## config.mk

```make
export PLATFORM = sky130hd
export DESIGN_NAME = pipe_ex_feeder
export DESIGN_NICKNAME = d
export VERILOG_FILES = /design/src/rtl/pipe_ex_feeder.sv
export SDC_FILE = /design/constraint.sdc
export NUM_CORES = 1
export LEC_CHECK = 0
export ABC_AREA = 0
export BUFFER_PORTS_ARGS = -buffer_cell sky130_fd_sc_hd__buf_2
export CAP_MARGIN = 20
export CORE_MARGIN = 5
export CORE_UTILIZATION = 65
export CTS_CLUSTER_SIZE = 8
export DETAILED_ROUTE_END_ITERATION = 10
export HOLD_SLACK_MARGIN = 0.12
export PLACE_DENSITY = 0.81
export SLEW_MARGIN = 0
export SYNTH_ARGS = -nofsm -noshare
export SYNTH_HDL_FRONTEND = slang
export SYNTH_SLANG_ARGS = --single-unit
```

## constraint.sdc

```tcl
create_clock -name clk -period 9.5 [get_ports clk]
set_input_delay 1.9 -clock clk [delete_from_list [all_inputs] [get_ports clk]]
set_output_delay 1.9 -clock clk [all_outputs]
set_load 0.01 [all_outputs]
```

## src/rtl/pipe_ex_feeder.sv

```systemverilog
// rtl/pipe_ex_feeder.sv - operand/result buffering with credit-based issue around pipe_ex
module pipe_ex_feeder #(
    parameter int N      = 10,
    parameter int IDEPTH = 8,
    parameter int RDEPTH = 8,
    parameter int LAT    = 3
) (
    input  logic                   clk,
    input  logic                   rst_n,
    input  logic                   in_valid,
    output logic                   in_ready,
    input  logic [N-1:0]           in_a,
    input  logic [N-1:0]           in_b,
    input  logic [N-1:0]           in_c,
    input  logic [N-1:0]           in_d,
    output logic [N-1:0]           pa,
    output logic [N-1:0]           pb,
    output logic [N-1:0]           pc,
    output logic [N-1:0]           pd,
    output logic                   p_issue,
    input  logic [N-1:0]           pf,
    output logic                   out_valid,
    input  logic                   out_ready,
    output logic [N-1:0]           out_f,
    output logic [$clog2(LAT+1):0] inflight,
    output logic                   busy
);
    localparam int IAW = $clog2(IDEPTH);
    localparam int RAW = $clog2(RDEPTH);
    localparam int IFW = $clog2(LAT+1) + 1;

    logic [4*N-1:0] imem_q [IDEPTH];
    logic [N-1:0]   rmem_q [RDEPTH];

    logic [IAW:0]   iwr_q, iwr_d, ird_q, ird_d;
    logic [RAW:0]   rwr_q, rwr_d, rrd_q, rrd_d, rcount;
    logic [IFW-1:0] inflight_q, inflight_d;
    logic [LAT-1:0] vld_q, vld_d;
    logic [N-1:0]   pa_q, pa_d, pb_q, pb_d, pc_q, pc_d, pd_q, pd_d;
    logic           p_issue_q, ready_q;

    logic ifull, iempty, rfull, rempty, credit_ok;
    logic push_in, issue, cap, pop_out;

    assign iempty    = (iwr_q == ird_q);
    assign ifull     = (iwr_q[IAW] != ird_q[IAW]) && (iwr_q[IAW-1:0] == ird_q[IAW-1:0]);
    assign rcount    = rwr_q - rrd_q;
    assign rempty    = (rcount == '0);
    assign rfull     = (rcount == (RAW+1)'(RDEPTH));
    // Results already stored plus results still in the pipe must fit the result FIFO.
    assign credit_ok = (32'(rcount) + 32'(inflight_q)) < 32'(RDEPTH);

    // ready_q gives the synchronous release: the host is accepted one cycle after rst_n rises.
    assign in_ready  = ready_q && !ifull;
    assign push_in   = in_valid && in_ready;
    assign issue     = !iempty && credit_ok;
    assign cap       = vld_q[LAT-1];
    assign out_valid = !rempty;
    assign pop_out   = out_valid && out_ready;

    assign pa        = pa_q;
    assign pb        = pb_q;
    assign pc        = pc_q;
    assign pd        = pd_q;
    assign p_issue   = p_issue_q;
    assign inflight  = inflight_q;
    assign out_f     = rempty ? '0 : rmem_q[rrd_q[RAW-1:0]];
    assign busy      = !iempty || !rempty || (inflight_q != '0);

    always_comb begin
        iwr_d      = iwr_q + (IAW+1)'(push_in);
        ird_d      = ird_q + (IAW+1)'(issue);
        rwr_d      = rwr_q + (RAW+1)'(cap);
        rrd_d      = rrd_q + (RAW+1)'(pop_out);
        inflight_d = inflight_q + IFW'(issue) - IFW'(cap);
        vld_d      = (vld_q << 1) | LAT'(p_issue_q);
        pa_d       = pa_q;
        pb_d       = pb_q;
        pc_d       = pc_q;
        pd_d       = pd_q;
        if (issue) begin
            {pa_d, pb_d, pc_d, pd_d} = imem_q[ird_q[IAW-1:0]];
        end
    end

    always_ff @(posedge clk or negedge rst_n) begin
        if (!rst_n) begin
            iwr_q      <= '0;
            ird_q      <= '0;
            rwr_q      <= '0;
            rrd_q      <= '0;
            inflight_q <= '0;
            vld_q      <= '0;
            pa_q       <= '0;
            pb_q       <= '0;
            pc_q       <= '0;
            pd_q       <= '0;
            p_issue_q  <= 1'b0;
            ready_q    <= 1'b0;
        end else begin
            iwr_q      <= iwr_d;
            ird_q      <= ird_d;
            rwr_q      <= rwr_d;
            rrd_q      <= rrd_d;
            inflight_q <= inflight_d;
            vld_q      <= vld_d;
            pa_q       <= pa_d;
            pb_q       <= pb_d;
            pc_q       <= pc_d;
            pd_q       <= pd_d;
            p_issue_q  <= issue;
            ready_q    <= 1'b1;
        end
    end

    // Storage arrays carry no reset; the pointers alone define their contents.
    always_ff @(posedge clk) begin
        if (push_in) begin
            imem_q[iwr_q[IAW-1:0]] <= {in_a, in_b, in_c, in_d};
        end
        if (cap) begin
            rmem_q[rwr_q[RAW-1:0]] <= pf;
        end
    end

    assert property (@(posedge clk) disable iff (!rst_n) !(cap && rfull && !pop_out));

endmodule

```

==> results.cfg <==
[clocking]
clkTransAtPathRegs_ps = 50
htree_levels = 3
hold_buffers = 0
clkLatencyLatePin_ps = 550
clkSinkCount = 464
clk_path_buf_depth = 3
cts_setup_buffers = 0
cts_resized = 0
cts-root-buf = clkbuf_16
cts_buffers = 67
cts_tree = done

[die]
rows = 60
chipWidth_um = 176
dieHeight_um = 176
core_um2 = 27000
io_pins = 111
start_util_pct = 66.2
die_area_um2 = 30900

[pwr]
p_per_area_nw_per_um2 = 347
seqPwrFrac_pct = 38.7
p_leak_nw = 7.25
swShare_pct = 29.7
p_total_mw = 7.24
switching_power_mw = 2.15
internal_power_mw = 5.09
power.share.combinational_pct = 31.9
pwr-share-clk_pct = 29.5
peakVddDrop_mv = 0.389

[worst_hold_path]
min_to = vld_q[1]$_DFF_PN0_
hp-start = vld_q[0]$_DFF_PN0_
hp-class = reg2reg
hold_depth = 0

[critical_path]
setup.worst_path.start = rrd_q[1]$_DFF_PN0_
end_kind = output pin
cp_max_fo = 23
cpLargestDelayFamily = flip-flops
r2r-start = rrd_q[1]$_DFF_PN0_
reg2reg_depth = 16
path_class = reg2out
arrival_ps = 3790
required_ps = 7600
worstSetupStartpointType = register
worst-path-buf-inv = 2
r2r_slack_ps = 4690
slowest_stage = dfrtp_1
cpPeakStageDelay_ps = 990
worstPathCellList = inv_1, ha_1, and3b_1, or3_4, a2111oi_4, nand3_1, buf_2
regToRegEndpoint = inflight[2]$_DFF_PN0_

[timing]
fin_crit_sh_pct = 59.9
setup_tns_ps = 0
setup_viol = 0
period_needed_ps = 5690
rsz0062_at_grt = false
max_freq_mhz = 176
clock_skew_ps = 18.8
tightest_slew_ps = 1020
maxSlewViolCount = 0
finalHoldViolations = 0
slew_headroom_pct = 32.1

[yosys]
ys_seq_area_share_pct = 76.1
yosys_warnings = 0
synth_seq_cells = 464
syn_nets = 870
syn-cell-area_um2 = 17900
synthFlopType = edfxtp_1
async_flop_share_pct = 13.8
avgSynthCellArea_um2 = 22.4
yosys.cell_types.count = 37
syn_inst = 799
synth-edff-count = 400

[drt]
drtAntennaViolNets = 0
drt_first_pass_iters = 7
wl_per_cell_um = 26.9
vias = 8512
wl_um = 36400
drc = 0
drt_iter0_drc = 762
viasPerCell = 6.29

[global_routing]
grt.total_usage_pct = 24.4
grt_pass1_wl_um = 55700
overflow = 0
antenna_found_initial = 10
grt_pass1_vias = 9390
grt_max_degree = 84

[finish]
area_growth_pct = 16.6
layout_common_cells = edfxtp_1, buf_2, mux4_2
final_common_cell = edfxtp_1
nNetsFinal = 1032
drive_gt1_share_pct = 39.9
n_fill_cell = 1374

[place]
gp_congestion = 0.750
place_hpwl_um = 19300
port_buffers = 110

[run_status]
status = completed

[flow_run]
maxCapViolCount = 0
-- worst max path at each step --
stage / slack, ps / depth (start not counted) / endpoint
6_report: 3810 / 7 / busy
5_1_grt: 3550 / 7 / busy
4_1_cts: 3780 / 7 / busy
2_1_floorplan: 2720 / 2 / imem_q[2][0]$_DFFE_PP_
3_5_place_dp: 4360 / 7 / busy
3_3_place_gp: 4500 / 7 / busy
-- logic make-up after synthesis --
family / synth area share (%)
flops: 76.1
mux: 18.0
simple gates: 1.63
buf+inv: 1.29
fa+ha+maj: 1.27
compound gates: 0.846
xor+xnor: 0.783
other cells: 0.0210
-- through the flow --
| step | std cells | util, % | hold slack (ps) | worst slack, ps | area, um^2 |
|---|---|---|---|---|---|
| floorplan | 799 | - | 331 | 2720 | 17900 |
| global placement | 1231 | 69.8 | 344 | 4500 | 18900 |
| detailed placement | 1231 | 69.8 | 344 | 4360 | 18900 |
| CTS | 1346 | 76.9 | 356 | 3780 | 20800 |
| global route | 1354 | 77.2 | 364 | 3550 | 20900 |
| finish | 1354 | 77.2 | 352 | 3810 | 20900 |
-- sequential cells by signal, indices dropped and copies added (netlist names) --
| register | cells |
|---|---|
| rrd_q | 4 |
| rwr_q | 4 |
| rmem_q | 80 |
| pd | 10 |
| ready_q | 1 |
| inflight | 3 |
| ird_q | 4 |
| imem_q | 320 |
| vld_q | 3 |
| iwr_q | 4 |
| pc | 10 |
| p_issue | 1 |
| pb | 10 |
| pa | 10 |
-- cells in the mapped netlist, types with 4 or more instances --
library cell,n,area share [%]
xnor2_1,8,0.39
ha_1,15,1.0
a21oi_1,11,0.31
mux2_2,60,3.8
xor2_1,8,0.39
nand2_1,25,0.52
nor3_1,4,0.11
clkbuf_1,16,0.34
buf_1,4,0.084
nand3_1,6,0.17
buf_2,11,0.31
edfxtp_1,400,67
mux2_4,20,1.7
mux4_2,100,13
nor2_1,7,0.15
dfrtp_1,64,9.0
inv_1,11,0.23
buf_6,4,0.25
-- layer usage --
metal	track usage [%]	routed length [um]	vias up
met2	41.4	19400	394
met5	0	48	-
met1	31.5	13600	4443
met4	8.32	661	8
met3	5.90	2670	58
li1	-	-	3609
-- power by group through the flow --
stage	clock, mW	sequential, mW	combinational (mW)
2_1_floorplan	0	2.72	1.81
3_3_place_gp	0	2.84	2.15
3_5_place_dp	0	2.87	2.23
4_1_cts	2.17	2.84	2.28
5_1_grt	2.29	2.83	2.48
6_report	2.13	2.80	2.31
-- worst reg2reg max path, cell delays in order, from the launching register on --
cell and delay [ps]:
dfrtp_1 990, inv_1 210, fa_1 470, xor2_1 290, ha_1 320, a21oi_1 170, nand2_1 110, a211oi_4 160
buf_4 670, inv_1 110, ha_1 300, inv_1 60, ha_1 140, inv_1 50, fa_1 380, xnor2_1 190
xnor2_1 140
-- layout make-up --
type	count	area, um^2	share of cell area (%)
Sequential cell	464	13600	65.3
Inverter	11	41.3	0.198
Tap cell	341	427	2.05
Clock inverter	5	62.6	0.300
Timing Repair Buffer	130	743	3.56
Clock buffer	110	1860	8.91
Antenna cell	6	15.0	0.0720
Multi-Input combinational cell	287	4090	19.6
Note: power is estimated with default switching activity, not from simulation.
